--- src/rtl/csel_serial_addsub_if.sv ---
// Operand/result handshake bundle for the block-serial carry-select adder/subtractor.
// master drives operands and consumes results; slave is the arithmetic block.
interface csel_serial_addsub_if #(
  parameter int unsigned WIDTH = 32
);
  logic             in_valid;
  logic             in_ready;
  logic [WIDTH-1:0] a;
  logic [WIDTH-1:0] b;
  logic             sub;
  logic             c_in;
  logic             out_valid;
  logic             out_ready;
  logic [WIDTH-1:0] s;
  logic             c_out;
  logic             ovf;

  modport master (
    output in_valid, a, b, sub, c_in, out_ready,
    input  in_ready, out_valid, s, c_out, ovf
  );

  modport slave (
    input  in_valid, a, b, sub, c_in, out_ready,
    output in_ready, out_valid, s, c_out, ovf
  );
endinterface

--- src/rtl/csel_serial_addsub.sv ---
// Block-serial carry-select adder/subtractor: one BLOCK-bit slice per clock, LSB first,
// choosing between precomputed carry-in-0/1 slice sums with the registered slice carry.
module csel_serial_addsub #(
  parameter int unsigned WIDTH = 32,
  parameter int unsigned BLOCK = 8
) (
  input logic                 clk,
  input logic                 rst_n,
  csel_serial_addsub_if.slave bus
);

  localparam int unsigned NBLK = WIDTH / BLOCK;
  localparam int unsigned KW   = (NBLK > 1) ? $clog2(NBLK) : 1;
  localparam int unsigned SW   = BLOCK + 1;

  typedef enum logic [1:0] {
    IDLE = 2'd0,
    RUN  = 2'd1,
    DONE = 2'd2
  } state_e;

  state_e           state_q, state_d;
  logic [KW-1:0]    k_q, k_d;
  logic [WIDTH-1:0] a_q, a_d;
  logic [WIDTH-1:0] b_q, b_d;
  logic [WIDTH-1:0] w_q, w_d;
  logic             c_q, c_d;
  logic             sub_q, sub_d;
  logic             in_ready_q, in_ready_d;
  logic             out_valid_q, out_valid_d;
  logic [WIDTH-1:0] s_q, s_d;
  logic             c_out_q, c_out_d;
  logic             ovf_q, ovf_d;

  logic [BLOCK-1:0] a_sl_c;
  logic [BLOCK-1:0] b_sl_c;
  logic [SW-1:0]    sum0_c;
  logic [SW-1:0]    sum1_c;
  logic [SW-1:0]    sel_c;
  logic [WIDTH-1:0] w_upd_c;
  logic             last_c;
  logic             cm_c;

  // Current slice of the latched operands, picked by the slice index.
  always_comb begin
    a_sl_c = '0;
    b_sl_c = '0;
    for (int unsigned i = 0; i < NBLK; i++) begin
      if (k_q == KW'(i)) begin
        a_sl_c = a_q[i*BLOCK +: BLOCK];
        b_sl_c = b_q[i*BLOCK +: BLOCK];
      end
    end
  end

  // Dual slice sums, selected by the carry coming out of the previous slice.
  assign sum0_c = {1'b0, a_sl_c} + {1'b0, b_sl_c};
  assign sum1_c = sum0_c + SW'(1);
  assign sel_c  = c_q ? sum1_c : sum0_c;
  assign last_c = (k_q == KW'(NBLK - 1));
  // Carry into the result MSB, recovered from the MSB sum bit of the last slice.
  assign cm_c   = a_q[WIDTH-1] ^ b_q[WIDTH-1] ^ sel_c[BLOCK-1];

  always_comb begin
    w_upd_c = w_q;
    for (int unsigned i = 0; i < NBLK; i++) begin
      if (k_q == KW'(i)) begin
        w_upd_c[i*BLOCK +: BLOCK] = sel_c[BLOCK-1:0];
      end
    end
  end

  // Next-state and output logic.
  always_comb begin
    state_d     = state_q;
    k_d         = k_q;
    a_d         = a_q;
    b_d         = b_q;
    w_d         = w_q;
    c_d         = c_q;
    sub_d       = sub_q;
    out_valid_d = out_valid_q;
    s_d         = s_q;
    c_out_d     = c_out_q;
    ovf_d       = ovf_q;

    case (state_q)
      IDLE: begin
        if (bus.in_valid && in_ready_q) begin
          a_d     = bus.a;
          b_d     = bus.sub ? ~bus.b : bus.b;
          c_d     = bus.sub ^ bus.c_in;
          sub_d   = bus.sub;
          k_d     = '0;
          w_d     = '0;
          state_d = RUN;
        end
      end
      RUN: begin
        w_d = w_upd_c;
        c_d = sel_c[BLOCK];
        k_d = k_q + KW'(1);
        if (last_c) begin
          k_d         = '0;
          s_d         = w_upd_c;
          c_out_d     = sub_q ^ sel_c[BLOCK];
          ovf_d       = cm_c ^ sel_c[BLOCK];
          out_valid_d = 1'b1;
          state_d     = DONE;
        end
      end
      DONE: begin
        if (out_valid_q && bus.out_ready) begin
          out_valid_d = 1'b0;
          state_d     = IDLE;
        end
      end
      default: begin
        state_d = IDLE;
      end
    endcase

    in_ready_d = (state_d == IDLE);
  end

  always_ff @(posedge clk or negedge rst_n) begin
    if (!rst_n) begin
      state_q     <= IDLE;
      k_q         <= '0;
      a_q         <= '0;
      b_q         <= '0;
      w_q         <= '0;
      c_q         <= 1'b0;
      sub_q       <= 1'b0;
      in_ready_q  <= 1'b0;
      out_valid_q <= 1'b0;
      s_q         <= '0;
      c_out_q     <= 1'b0;
      ovf_q       <= 1'b0;
    end else begin
      state_q     <= state_d;
      k_q         <= k_d;
      a_q         <= a_d;
      b_q         <= b_d;
      w_q         <= w_d;
      c_q         <= c_d;
      sub_q       <= sub_d;
      in_ready_q  <= in_ready_d;
      out_valid_q <= out_valid_d;
      s_q         <= s_d;
      c_out_q     <= c_out_d;
      ovf_q       <= ovf_d;
    end
  end

  assign bus.in_ready  = in_ready_q;
  assign bus.out_valid = out_valid_q;
  assign bus.s         = s_q;
  assign bus.c_out     = c_out_q;
  assign bus.ovf       = ovf_q;

endmodule

--- src/flat_wrapper.sv ---
// flat-port wrapper written by rule: the top's interface ports become plain ports
module csel_serial_addsub_flat 
#(
  parameter int unsigned WIDTH = 32,
  parameter int unsigned BLOCK = 8
)
  (clk, rst_n, bus_in_valid, bus_a, bus_b, bus_sub, bus_c_in, bus_out_ready, bus_in_ready, bus_out_valid, bus_s, bus_c_out, bus_ovf);
  csel_serial_addsub_if #(.WIDTH(WIDTH)) bus_i ();
  input logic clk;
  input logic rst_n;
  input wire logic [$bits(bus_i.in_valid)-1:0] bus_in_valid;
  input wire logic [$bits(bus_i.a)-1:0] bus_a;
  input wire logic [$bits(bus_i.b)-1:0] bus_b;
  input wire logic [$bits(bus_i.sub)-1:0] bus_sub;
  input wire logic [$bits(bus_i.c_in)-1:0] bus_c_in;
  input wire logic [$bits(bus_i.out_ready)-1:0] bus_out_ready;
  output wire logic [$bits(bus_i.in_ready)-1:0] bus_in_ready;
  output wire logic [$bits(bus_i.out_valid)-1:0] bus_out_valid;
  output wire logic [$bits(bus_i.s)-1:0] bus_s;
  output wire logic [$bits(bus_i.c_out)-1:0] bus_c_out;
  output wire logic [$bits(bus_i.ovf)-1:0] bus_ovf;
  assign bus_i.in_valid = bus_in_valid;
  assign bus_i.a = bus_a;
  assign bus_i.b = bus_b;
  assign bus_i.sub = bus_sub;
  assign bus_i.c_in = bus_c_in;
  assign bus_i.out_ready = bus_out_ready;
  assign bus_in_ready = bus_i.in_ready;
  assign bus_out_valid = bus_i.out_valid;
  assign bus_s = bus_i.s;
  assign bus_c_out = bus_i.c_out;
  assign bus_ovf = bus_i.ovf;
  csel_serial_addsub #(.WIDTH(WIDTH), .BLOCK(BLOCK)) u_core (.clk(clk), .rst_n(rst_n), .bus(bus_i));
endmodule
--- config.mk ---
export PLATFORM = sky130hd
export DESIGN_NAME = csel_serial_addsub_flat
export DESIGN_NICKNAME = d
export VERILOG_FILES = /design/src/rtl/csel_serial_addsub_if.sv /design/src/rtl/csel_serial_addsub.sv /design/src/flat_wrapper.sv
export SDC_FILE = /design/constraint.sdc
export NUM_CORES = 1
export LEC_CHECK = 0
export CORE_ASPECT_RATIO = 1.2
export CORE_MARGIN = 2
export CORE_UTILIZATION = 57
export CTS_CLUSTER_SIZE = 24
export DETAILED_ROUTE_END_ITERATION = 10
export GPL_TIMING_DRIVEN = 0
export PLACE_DENSITY = 0.87
export SLEW_MARGIN = 10
export SYNTH_ARGS = -nofsm -noshare
export SYNTH_HDL_FRONTEND = slang
export SYNTH_SLANG_ARGS = --single-unit
--- constraint.sdc ---
create_clock -name clk -period 8.6 [get_ports clk]
set_input_delay 2.58 -clock clk [delete_from_list [all_inputs] [get_ports clk]]
set_output_delay 2.58 -clock clk [all_outputs]
set_load 0.01 [all_outputs]
# Yosys cells after proc, flatten, opt, wreduce, memory -nomap -nowiden
# Index checks and enable logic that the tools add are counted.
# word_totals
register_bits	138
in_bits	70
output_inout_bits	36
# op_classes
add_sub_neg	3
eq_ne	8
n_mux	28
n_bitwise	6
reduce_logical	11
# ops
operator	count
8-bit 2-to-1 mux	12
32-bit 2-to-1 mux	2
32-bit case mux with 2 select lines	1
32-bit inverter	1
2-bit 2-to-1 mux	5
8-bit by 8-bit adder with 9-bit output	1
9-bit by 1-bit adder with 9-bit output, second input constant	1
9-bit 2-to-1 mux	1
2-bit == test, second input constant	3
2-bit zero test	3
2-bit by 1-bit != test with 1-bit output, second input constant	3
2-bit case mux with 3 select lines	1
2-bit AND reduction	3
1-bit XOR	5
2-bit by 1-bit == test with 1-bit output, second input constant	2
1-bit case mux with 2 select lines	2
2-bit case mux with 2 select lines	1
2-bit nonzero test	2
1-bit 2-to-1 mux	3
3-bit AND reduction	1
2-bit by 1-bit adder with 2-bit output, second input constant	1
1-bit logical AND	2

# Depth between registers and ports, before layout
# Gate-level depths: netlist of the first run.
# logic_depth
depth_word	10
depth_mapped	18
mapped_depth_nobuf	17

# Worst setup path after synthesis of the first run
# Ideal clock, no wire load.
# synth_timing
kind	flip-flop to flip-flop
from	register u_core.k_q[1]
to	register u_core.c_out_q (netlist: u_core.bus.c_out)
setup_ps	124
t_arrival_ps	3912
setup_slack_ps	4564
stages_incl_launch_ff	19
n_path_buf	2
period_less_slack_ps	4036
path_cell_list	dfrtp_1 -> inv_1 -> ha_1 -> clkbuf_1 -> clkbuf_1 -> nor2_1 -> a21oi_1 -> nor2_1 -> a21oi_1 -> o21ai_0 -> ha_1 -> fa_1 -> a211oi_1 -> nor2_1 -> nor4_4 -> o211ai_1 -> or4_4 -> and3b_1 -> o31a_1
# synth_between
elab_chain_cells	9
# synth_lines
element	line_no	source
start: declaration	csel_serial_addsub.sv:23	logic [KW-1:0] k_q, k_d;
start signal: assignment	csel_serial_addsub.sv:142	k_q <= k_d;
2-bit zero test	csel_serial_addsub.sv:49	if (k_q == KW'(i)) begin
8-bit 2-to-1 mux (4 in series)	csel_serial_addsub.sv:49	
8-bit by 8-bit adder with 9-bit output	csel_serial_addsub.sv:57	assign sum0_c = {1'b0, a_sl_c} + {1'b0, b_sl_c};
9-bit by 1-bit adder with 9-bit output	csel_serial_addsub.sv:58	assign sum1_c = sum0_c + SW'(1);
9-bit 2-to-1 mux	csel_serial_addsub.sv:59	assign sel_c = c_q ? sum1_c : sum0_c;
1-bit XOR	csel_serial_addsub.sv:106	c_out_d = sub_q ^ sel_c[BLOCK];
end signal: assignment	csel_serial_addsub.sv:151	c_out_q <= c_out_d;
end: declaration	csel_serial_addsub.sv:32	logic c_out_q, c_out_d;
# Several ways; a longest one is shown, not always the timed one.
# A chain may end at the register's enable or synchronous reset.

# Worst setup path after layout of the first run
# Ends and elaborated chain as after synthesis.

==> results.txt, run 1 <==
- Run status: completed
* Flops & latches, synth: 130
* Post-Route Setup TNS: 0 ps
* Post-synthesis async set-or-reset flop share: 1.000
- Of the total power, the share spent switching nets is 0.4385.
- Clock Pin Slew Worst Setup and Hold Paths: 60 ps
* CTS buffer count: 17
- In this run the static leakage power is 3.628 nW.
- The share of the Yosys chip area taken by registers is 0.4968.
- STA puts the critical path data arrival time at 5160 ps.
* Switching pwr: 1.664 mW
- Counting along the longest clock path gives a buffer depth of 2.
- Post-Route Skew: 13.11 ps
* Fraction of power consumed by sequential logic: 0.277
* Antenna violations before repair: 0
- CP max FO: 10
* I/O pin count: 106
- Wires add up to 17350 µm.
* Number of pins with negative max-slew slack in the final report: 0
* Critical Path Start Type: register
- In this run the power density over the cells is 450.6 nW/µm².
- Portion of total power attributed to combinational logic: 0.526
* Global-route usage over all layers: 0.2970
* Core outline area: 11140 µm²
* Final period demand of the worst path: 4846 ps
- The repair_antennas step left the layout with diodes totalling 0.
- Across the whole layout, storage elements account for 3253 µm².
- Post-Synthesis Net Count: 755
- Area of the die: 12360 µm²
- From bottom edge to top edge, the die measures 121.4 µm.
- Maximum number of pins on one net before global-route repair: 97
- Int Power: 2.130 mW
- Clock latency on the worst-skew pair, taken at its later pin, is 430 ps.
- For the worst setup path, the data required time is 8910 ps.
- For the pin with the worst max-slew slack, the measured transition is 685.8 ps.
- Fill cells in the final layout number 794.
* Total number of clock tree sinks: 130
- Across the VDD grid, the largest voltage drop is 0.0002007 V.
* Fmax: 206.4 MHz
- Max-cap violations in this run came to 0.
- The number of placed instances, taps included, is 926.
- The count of final hold-check violations came to 0.
- Relative slew slack: 0.5428
* Clock tree from TritonCTS: done
- Number of design rule violations left after detail routing: 0
- Prevailing post-synth register cell: dfrtp_1
- Initial core utilization: 0.5877
* Vias in the first global route: 5780
- Via density per instance: 5.833
- Antenna-violating nets left: 0
* CTS hold repair buffers: 0
- The number of different library cells used by synthesis comes to 50.
- Routed length per placed instance: 18.11 µm
* Die width: 101.8 µm
- CTS root buffer: clkbuf_16
- The H-tree generated during clock tree synthesis spans 4 levels.
- Setup repair after global routing left no endpoint under its margin.
- Type of destination of the critical path: register
* Num rows: 42
- Number of flops mapped to enable cells by yosys: 0
- After clock tree synthesis, the repair step resized 0 gates.
- Filler-free cell count of the finished design: 958
* Setup-failing EPs final: 0
- The number of setup buffers added after CTS is 0.
- Growth of design area from synthesis to finish: 28.57%
- Synthesized netlist cell count: 667
- The congestion estimate from routability-driven global placement came to 0.9517.
- Final HPWL from detailed placement: 12510 µm
* Worst min-delay path class: reg -> reg
- The first global-routing pass estimated 27980 µm of wire.
- Before antenna repair, the detailed router went through 5 iterations.
- During placement, the flow inserted port buffers numbering 104.
- First DRT Iteration DRCs: 395
- Portion of synthesized cell area occupied by the leading cell type: 0.4968
- NumNets Final: 879
* Area leader, netlist: dfrtp_1
- After synthesis the cells add up to 6548 µm².
* Yosys warning count: 0
- Critical path type: reg -> reg
- The total overflow left after global routing is 0.
* Final worst path period share: 0.5635
* Combined area of the multi-input logic cells: 3097 µm²
- Fraction of layout cells with a size suffix above 1: 0.1007
* Per-instance average area after synthesis: 9.816 µm²
* Clock network power share: 0.197
* Total via count after detailed routing: 5588
* Top cells by area, synth: dfrtp_1 (50%), o21ai_0 (7.2%), nand2_1 (6.4%), mux2_2 (6.4%), xnor2_1 (5.4%)
[power groups by stage]
stage               logic, mW  clock network, mW  registers [mW]
CTS                      1.98              0.747            1.04
global route             2.20              0.774            1.07
finish                   1.99              0.748            1.05
floorplan                1.31                  0            1.03
detailed placement       1.95                  0            1.05
global placement         1.89                  0            1.03
[routing by layer]
layer / share of wire / up-vias / routed length (µm) / GRT usage
met5: 0 / - / 0 / 0
met4: 0.039 / 0 / 672 / 0.1483
met3: 0.051 / 57 / 883 / 0.05588
met2: 0.53 / 258 / 9170 / 0.5255
met1: 0.38 / 2707 / 6625 / 0.3379
li1: - / 2566 / - / -
[layout by cell type, fill, tap and decap left out, types with 7 or more instances in the layout]
cell type	netlist	final
mux2i_1	14	14
dfrtp_1	130	130
a22o_1	21	21
nand2_1	111	111
clkbuf_1	39	40
clkbuf_16	0	17
nor2_1	48	48
a21oi_1	36	36
mux2_2	37	37
o21ai_0	94	94
clkdlybuf4s50_1	0	103
inv_1	7	7
ha_1	17	17
xnor2_1	40	40
[cell type report]
cell class,count,share of cell area
sequential,130,0.3864
multi-input combinational,487,0.3679
timing repair buffer,105,0.1271
clock buffer,18,0.05098
tap,154,0.02289
clock inverter,14,0.02125
buffer,43,0.02036
inverter,7,0.003121
[worst paths after layout]
path                                         startpoint                      endpoint  slack, ps  cells after the start
max                           u_core.k_q[1]$_DFFE_PN0P_  u_core.bus.c_out$_DFFE_PN0P_       3750                     18
min                        u_core.bus.s[13]$_DFFE_PN0P_  u_core.bus.s[13]$_DFFE_PN0P_        480                      2
max reg2reg                   u_core.k_q[1]$_DFFE_PN0P_  u_core.bus.c_out$_DFFE_PN0P_       3750                     18
min reg2reg                u_core.bus.s[13]$_DFFE_PN0P_  u_core.bus.s[13]$_DFFE_PN0P_        480                      2
max in group asynchronous                         rst_n    u_core.b_q[31]$_DFFE_PN0P_       5790                      2
min in group asynchronous                         rst_n  u_core.bus.s[12]$_DFFE_PN0P_       2040                      1
[per-stage QoR]
stage,total power [mW],setup slack (ps),util,hold WS (ps),cell area [µm²]
4_1_cts,3.773,3829,0.7556,481.7,8418
5_1_grt,4.049,3486,0.7556,505.8,8418
3_5_place_dp,2.999,3886,0.7010,469.0,7810
6_report,3.794,3754,0.7556,476.0,8418
3_3_place_gp,2.919,200.7,0.6985,462.8,7781
2_1_floorplan,2.339,4564,-,449.7,6548
[synth_stat cells, types with 2 or more instances]
library cell,n
dfrtp_1,130
nand2_1,111
o21ai_0,94
nor2_1,48
xnor2_1,40
clkbuf_1,39
mux2_2,37
a21oi_1,36
a22o_1,21
ha_1,17
mux2i_1,14
inv_1,7
and2_1,5
o31ai_1,5
a31oi_1,4
nor2b_1,4
a211oi_1,3
a32o_1,3
buf_1,3
nor3_1,3
o211ai_1,3
o21ai_1,3
or3_1,3
xor2_1,3
a21boi_0,2
a21o_2,2
and3_1,2
and4_1,2
nand3_1,2
[kinds of logic after synthesis]
family                   share of synthesized area
multiplexers                               0.08504
AO/OA/AOI/OAI                               0.1705
buffers and inverters                      0.03019
flip-flops                                  0.4968
XOR/XNOR                                   0.05752
adder cells (fa/ha/maj)                    0.03554
AND/OR/NAND/NOR                             0.1244
[critical path: stages, from the launching register on]
cell and delay, ps:
dfrtp_1 410, inv_1 110, ha_1 150, clkbuf_1 290, clkbuf_1 400, nor2_1 110, a21oi_1 240, nor2_1 80
a21oi_1 150, o21ai_0 110, ha_1 250, fa_1 440, a211oi_1 230, nor2_1 130, nor4_4 310, o211ai_1 230
o31ai_1 620, a21boi_0 180, o31a_1 300
[state kept, by name, indices dropped and copies added, names as in the netlist, 2 cells and up]
signal and count:
u_core.a_q 32, u_core.b_q 32, u_core.bus.s 32, u_core.k_q 2, u_core.state_q 2, u_core.w_q 24
(Power assumes the default switching activity.)
==> run 2, diff against run 1 <==
Settings changed: CORE_UTILIZATION 57 to 49, PLACE_DENSITY 0.87 to 0.8.
Clock period 8.6 ns to 3.95 ns, I/O delays scaled along.
==> results.txt, run 2 (synthesis results as in run 1) <==
- Run status: completed
* Post-Route Skew: 6.634 ps (-6.480 ps)
* Combined area of the multi-input logic cells: 3256 µm² (+5.1%)
* Type of destination of the critical path: register
* Clock tree from TritonCTS: done
- The number of stages on the worst hold path was 2 (unchanged).
* Antenna violations before repair: 0 (unchanged)
- The worst register-to-register path ends at u_core.bus.ovf$_DFFE_PN0P_.
- CTS H-tree lvls: 4 (unchanged)
- RSZ-0062 raised after global routing: yes
- The net total in the final layout is 890 (+1.3%).
- Design Power: 8.740 mW (+130%)
- The number of cells on the worst reg-to-reg path is 17 (-1).
- Total Wirelength: 17000 µm (-2.0%)
* Top library cells by usage in the layout, fill and taps aside: dfrtp_1 (129), nand2_1 (111), clkdlybuf4s50_1 (103), o21ai_0 (87), nor2_1 (48)
* Height of the die: 130.6 µm (+7.6%)
- Final core utilization: 0.6623 (-0.09333)
- The power density of the placed cells is 1006 nW/µm² (+120%).
* Maximum number of pins on one net before global-route repair: 94 (-3.1%)
* CTS hold repair buffers: 0 (unchanged)
* Fmax: 261.2 MHz (+27%)
* GRT Residual Overflow: 0 (unchanged)
- The quantity of I/O buffers inserted on ports was 104 (unchanged).
- The first-pass detailed-route iteration total came to 7 (+2).
* Filler cells: 1042 (+31%)
- The count of final hold-check violations is 0 (unchanged).
- Number of pins with negative max-slew slack in the final report: 0 (unchanged)
- The worst setup slack before clock tree synthesis is -673.0 ps (-4560 ps).
* Critical path type: reg -> reg
- Final worst path period share: 0.9694 (+0.4059)
- The required time at the worst-slack endpoint is 4270 ps (-4640 ps).
- Worst reg2reg setup slack: 120 ps (-3630 ps)
- Max Cap Violations: 0 (unchanged)
* Crit path arrival time: 4150 ps (-1010 ps)
- The area of the die came to 14310 µm² (+16%).
- Final Wtd Congestion: 0.9114 (-4.2%)
- Origin of the critical flop-to-flop path: u_core.k_q[0]$_DFFE_PN0P_
- Maximum count of clock buffers along a single path: 2 (unchanged)
- For hold timing, the worst endpoint is u_core.bus.s[8]$_DFFE_PN0P_.
- Setup-failing EPs final: 0 (unchanged)
- Worst vdd rail ir drop: 0.0004575 V (+130%)
- Pin slew with the least headroom to its limit: 674.7 ps (-11.08 ps)
- Insertion delay to the later sink of the worst-skew pair: 420 ps (about the same)
- Vias in the first global route: 5457 (-5.6%)
- Number of design rule violations left after detail routing: 0 (unchanged)
- Antenna-violating nets left: 0 (unchanged)
- Die width: 109.5 µm (+7.5%)
- The fraction of final layout cells with drive strength greater than 1 came to 0.1624 (+0.06162).
- Wire length of the first global-routing pass: 26680 µm (-4.6%)
- Global-route usage over all layers: 0.2468 (-0.05013)
- Growth of design area from synthesis to finish: 32.73%
* Placed cell area: 7829 µm² (+0.24%)
- Initial core utilization: 0.4990 (-0.08876)
- Leading cell type in the layout, fill and taps excluded: dfrtp_1
* Routed length per placed instance: 17.33 µm (-4.3%)
- The cell sitting at the root of the clock tree is a clkbuf_16.
- The standard-cell row count was 46 (+9.5%).
* Total via count after detailed routing: 5474 (-2.0%)
- Core outline area: 13120 µm² (+18%)
* Worst min-delay path class: reg -> reg
- Critical Path Start Type: register
* Clock Pin Slew Worst Setup and Hold Paths: 60 ps (about the same)
- The top-level port count was 106 (unchanged).
* First DRT Iteration DRCs: 297 (-25%)
* Static power due to leakage: 3.771 nW (+3.9%)
* Reg area: 3254 µm² (about the same)
- The post-layout minimum cycle time was 3829 ps (-1017 ps).
* Final cell area excluding filler cells: 8691 µm² (+3.2%)
- The number of sinks on the clock net came to 130 (unchanged).
* CTS buffer count: 17 (unchanged)
- The slack of the critical path is 120.8 ps (-3633 ps).
* Post-Route Setup TNS: 0 ps (unchanged)
- Relative slew slack: 0.5472 (+0.004370)
- The biggest fanout along the worst timing path is 8 (-2).
* Diodes inserted: 0 (unchanged)
- Min-Delay Startpoint: u_core.bus.s[8]$_DFFE_PN0P_
- The half-perimeter wire length after placement is 12740 µm (+1.8%).
* Via density per instance: 5.580 (-4.3%)
==> run 2: through the flow <==
step,hold WS (ps),instances
after floorplan,449.7,667
after global placement,464.1,939
after detailed placement,470.5,940
after CTS,483.1,971
after global routing,492.4,981
final,477.5,981
==> run 2: area by class of cell <==
| type | count | area share |
|---|---|---|
| buffer | 39 | 0.02260 |
| clock buffer | 25 | 0.05931 |
| clock inverter | 5 | 0.005759 |
| inverter | 7 | 0.003023 |
| multi-input combinational | 487 | 0.3746 |
| sequential | 130 | 0.3745 |
| tap | 168 | 0.02419 |
| timing repair buffer | 120 | 0.1360 |
==> run 2: worst max-delay path by stage <==
stage          cells past startpoint                      endpoint                 startpoint  slack [ps]
6_report                          17    u_core.bus.ovf$_DFFE_PN0P_  u_core.k_q[0]$_DFFE_PN0P_         120
5_1_grt                           18        u_core.c_q$_DFFE_PN0P_  u_core.k_q[1]$_DFFE_PN0P_         -50
4_1_cts                           17  u_core.bus.s[31]$_DFFE_PN0P_  u_core.k_q[1]$_DFFE_PN0P_          10
3_5_place_dp                      18  u_core.bus.c_out$_DFFE_PN0P_  u_core.k_q[0]$_DFFE_PN0P_        -670
3_3_place_gp                       1    u_core.a_q[28]$_DFFE_PN0P_                      rst_n       -3090
2_1_floorplan                     18    u_core.bus.ovf$_DFFE_PN0P_  u_core.k_q[0]$_DFFE_PN0P_         0.8
==> run 2: worst max-delay path, cell delays in order (launching register included) <==
cell	delay [ps]
dfrtp_2	440
inv_2	110
ha_4	210
buf_4	130
nand2_1	50
nor2_1	90
a21oi_1	70
nor2_1	90
a21oi_1	60
o21ai_1	230
ha_1	290
a21o_2	210
and4_2	270
o21a_1	210
or4_1	560
a211o_1	290
and4_1	220
o31ai_2	200
==> run 2: power by group <==
group / switching (mW) / internal [mW]
Combinational: 2.85 / 2.11
Sequential: 0.370 / 1.92
Clock: 0.543 / 0.954
Total: 3.76 / 4.98
==> run 2: per-layer routing <==
layer | share of wire | vias to the layer above | track usage
met5 | 0 | - | 0
met4 | 0.028 | 0 | 0.1117
met3 | 0.042 | 36 | 0.04315
met2 | 0.53 | 175 | 0.4430
met1 | 0.40 | 2677 | 0.2861
li1 | - | 2586 | -
==> run 2: repair_timing <==
action | in CTS | in global routing
buffers inserted | 4 | 11
resized for setup | 31 | 38
setup endpoints to repair | 44 | 32
pin swaps | 3 | 8
==> run 3, diff against run 2 <==
Settings changed: CORE_UTILIZATION 49 to 57, MAX_ROUTING_LAYER set to met4, PLACE_DENSITY 0.8 to 0.87.
Clock period 3.95 ns to 4.95 ns, I/O delays scaled along.
==> results.txt, run 3 (synthesis results as in run 1) <==
- The aggregate global-route resource usage is 0.2956 (+0.04873).
- CTS H-tree lvls: 4 (unchanged)
- Growth of design area from synthesis to finish: 29.16%
* Clock network power share: 0.203 (+0.032)
* Filler cells: 786 (-25%)
* Antenna violations before repair: 0 (unchanged)
- The worst clock skew on the final layout came to 5.359 ps (-1.275 ps).
- The internal power was 3.805 mW (-24%).
- Core outline area: 11140 µm² (-15%)
- Final period demand of the worst path: 4606 ps (+776.9 ps)
- The pin count of the biggest net entering global routing came to 89 (-5.3%).
- Top cell family by delay on the critical path: simple AND/OR/NAND/NOR gates
* Filler-free cell count of the finished design: 958 (-2.3%)
- The area of the die is 12360 µm² (-14%).
- Static power due to leakage: 3.661 nW (-2.9%)
* Slowest stage delay, CP: 610 ps (+50 ps)
- The die boundary width was 101.8 µm (-7.0%).
* Leading cell type in the layout, fill and taps excluded: dfrtp_1
- The required time at the worst-slack endpoint is 5250 ps (+980 ps).
- The worst-skew pair later-pin latency was 420 ps (about the same).
* Final worst path period share: 0.9305 (-0.03888)
- The biggest fanout along the worst timing path is 10 (+2).
- The first-pass detailed-route iteration total came to 5 (-2).
- The upper clock frequency limit was 217.1 MHz (-17%).
- The worst setup path is captured at a register.
* Fraction of power consumed by sequential logic: 0.272 (+0.010)
- The reported max-cap violation count is 0 (unchanged).
* Setup Fix Bufs, Post-CTS: 0 (-4)
- Switching pwr: 2.857 mW (-24%)
- The number of setup violations in the final report is 0 (unchanged).
* GRT Residual Overflow: 0 (unchanged)
- Cell count after placement: 926 (-1.5%)
* Final core utilization: 0.7591 (+0.09682)
* Post-Route Setup TNS: 0 ps (unchanged)
- The wire length per cell after detailed routing is 17.49 µm (+0.92%).
- Height of the die: 121.4 µm (-7.1%)
- The number of sinks on the clock net is 130 (unchanged).
- Number of design rule violations left after detail routing: 0 (unchanged)
- The count of nets left with antenna violations after detail routing came to 0 (unchanged).
- The signal on the critical path passes through inv_1 > ha_1 > clkbuf_1 > clkbuf_1 > nor2_1 > a21oi_1 > nor2_1 > a21oi_1 > o21ai_1 > fa_1 > a211oi_1 > nor2_1 > nor4_4 > o211ai_1 > or4_4 > and3b_1 > o31a_1.
- The net total in the final layout is 879 (-1.2%).
- The cell that appears most often on the critical path is nor2_1.
* Number of endpoints with negative hold slack in the final report: 0 (unchanged)
* Final HPWL from detailed placement: 12530 µm (-1.6%)
* Initial core utilization: 0.5877 (+0.08876)
- Wire length of the first global-routing pass: 27030 µm (+1.3%)
* Number of buffer and inverter instances along the worst setup path: 3 (+1)
- RSZ-0062 raised after global routing: no
- Diodes inserted: 0 (unchanged)
* Worst Setup Slack post-DPL: 244.8 ps (+917.8 ps)
- Worst vdd rail ir drop: 0.0003118 V (-32%)
* Relative slew slack: 0.5298 (-0.01740)
- The most critical setup path has its startpoint at u_core.k_q[1]$_DFFE_PN0P_.
- The via count of the first global-routing pass is 5670 (+3.9%).
- The share of total power in combinational logic is 0.524 (-0.043).
- Origin of the critical flop-to-flop path: u_core.k_q[1]$_DFFE_PN0P_
- Num rows: 42 (-8.7%)
- In the layout the commonest cells are dfrtp_1 (130), nand2_1 (111), clkdlybuf4s50_1 (103), o21ai_0 (92), nor2_1 (48).
- I/O pin count: 106 (unchanged)
* Critical Path Start Type: register
* Fraction of layout cells with a size suffix above 1: 0.1032 (-0.05913)
- Crit path arrival time: 4910 ps (+760 ps)
* Clock Pin Slew Worst Setup and Hold Paths: 60 ps (about the same)
- The run finished with clean final reports.
- Total via count after detailed routing: 5435 (-0.71%)
* Design Power: 6.661 mW (-24%)
* Count of port buffers added during placement: 104 (unchanged)
* Power Density: 787.7 nW/µm² (-22%)
* CTS hold repair buffers: 0 (unchanged)
* Worst path slowest cell: or4_4
- The tree is rooted in a clkbuf_16.
- The slack of the critical path was 343.9 ps (+223.1 ps).
- Worst min-delay path class: reg -> reg
* Number of pins with negative max-slew slack in the final report: 0 (unchanged)
- Via density per instance: 5.673 (+1.7%)
* First DRT Iteration DRCs: 339 (+14%)
* Net switching share of the total power: 0.4288 (-0.001442)
- The placer's final routability congestion estimate was 0.9698 (+6.4%).
* Critical path type: reg -> reg
- TritonCTS built the clock tree.
- The total clock buffers created by CTS was 17 (unchanged).
* Maximum count of clock buffers along a single path: 2 (unchanged)
* Min-Delay Startpoint: u_core.bus.s[7]$_DFFE_PN0P_
* Pin slew with the least headroom to its limit: 685.7 ps (+11.01 ps)
- Total Wirelength: 16750 µm (-1.4%)
[run 3: tightest hold or removal path: cells and delay by family, from the launching register on]
kind | cells | cell delay, ps
AO/OA/AOI/OAI | 1 | 60
flip-flops | 1 | 340
AND/OR/NAND/NOR | 1 | 40
[run 3: area by class of cell]
cell class                      instances  area, µm²  share of cell area
Sequential cell                       130       3253              0.3847
Tap cell                              154      192.7             0.02278
Timing Repair Buffer                  105       1070              0.1265
Multi-Input combinational cell        487       3102              0.3668
Buffer                                 43      173.9             0.02057
Clock inverter                          9      151.4             0.01790
Inverter                                7      26.28            0.003107
Clock buffer                           23      488.0             0.05770
[run 3: metrics by stage]
stage	hold slack, ps	instance area (µm²)
6_report	472.7	8457
5_1_grt	495.9	8457
4_1_cts	481.7	8449
3_5_place_dp	469.8	7810
3_3_place_gp	462.6	7781
2_1_floorplan	449.7	6548
[run 3: power groups by stage]
stage,logic [mW],clock network [mW],registers (mW)
after detailed placement,3.42,0,1.82
after global routing,3.82,1.41,1.86
after global placement,3.29,0,1.79
after CTS,3.45,1.35,1.81
after floorplan,2.27,0,1.79
final,3.49,1.35,1.81
[run 3: what timing repair did]
action / CTS / global route
endpoints found under the setup margin: 0 / 24
hold endpoints to repair: 0 / 0
resized for setup: 0 / 7
[run 3: per-layer routing]
| layer | up-vias | part of all wire | global-route usage |
|---|---|---|---|
| met1 | 2618 | 0.40 | 0.3322 |
| li1 | 2559 | - | - |
| met2 | 202 | 0.52 | 0.5058 |
| met4 | 0 | 0.043 | 0.1567 |
| met5 | - | 0 | - |
| met3 | 56 | 0.041 | 0.04205 |
[run 3: path summary, 6_finish.rpt]
kind | to | slack [ps] | cells past startpoint
max reg2reg | u_core.bus.c_out$_DFFE_PN0P_ | 340 | 17
max in group asynchronous | u_core.b_q[27]$_DFFE_PN0P_ | 3230 | 2
min in group asynchronous | u_core.bus.s[13]$_DFFE_PN0P_ | 980 | 1
min | u_core.bus.s[7]$_DFFE_PN0P_ | 470 | 2
min reg2reg | u_core.bus.s[7]$_DFFE_PN0P_ | 470 | 2
max | u_core.bus.c_out$_DFFE_PN0P_ | 340 | 17
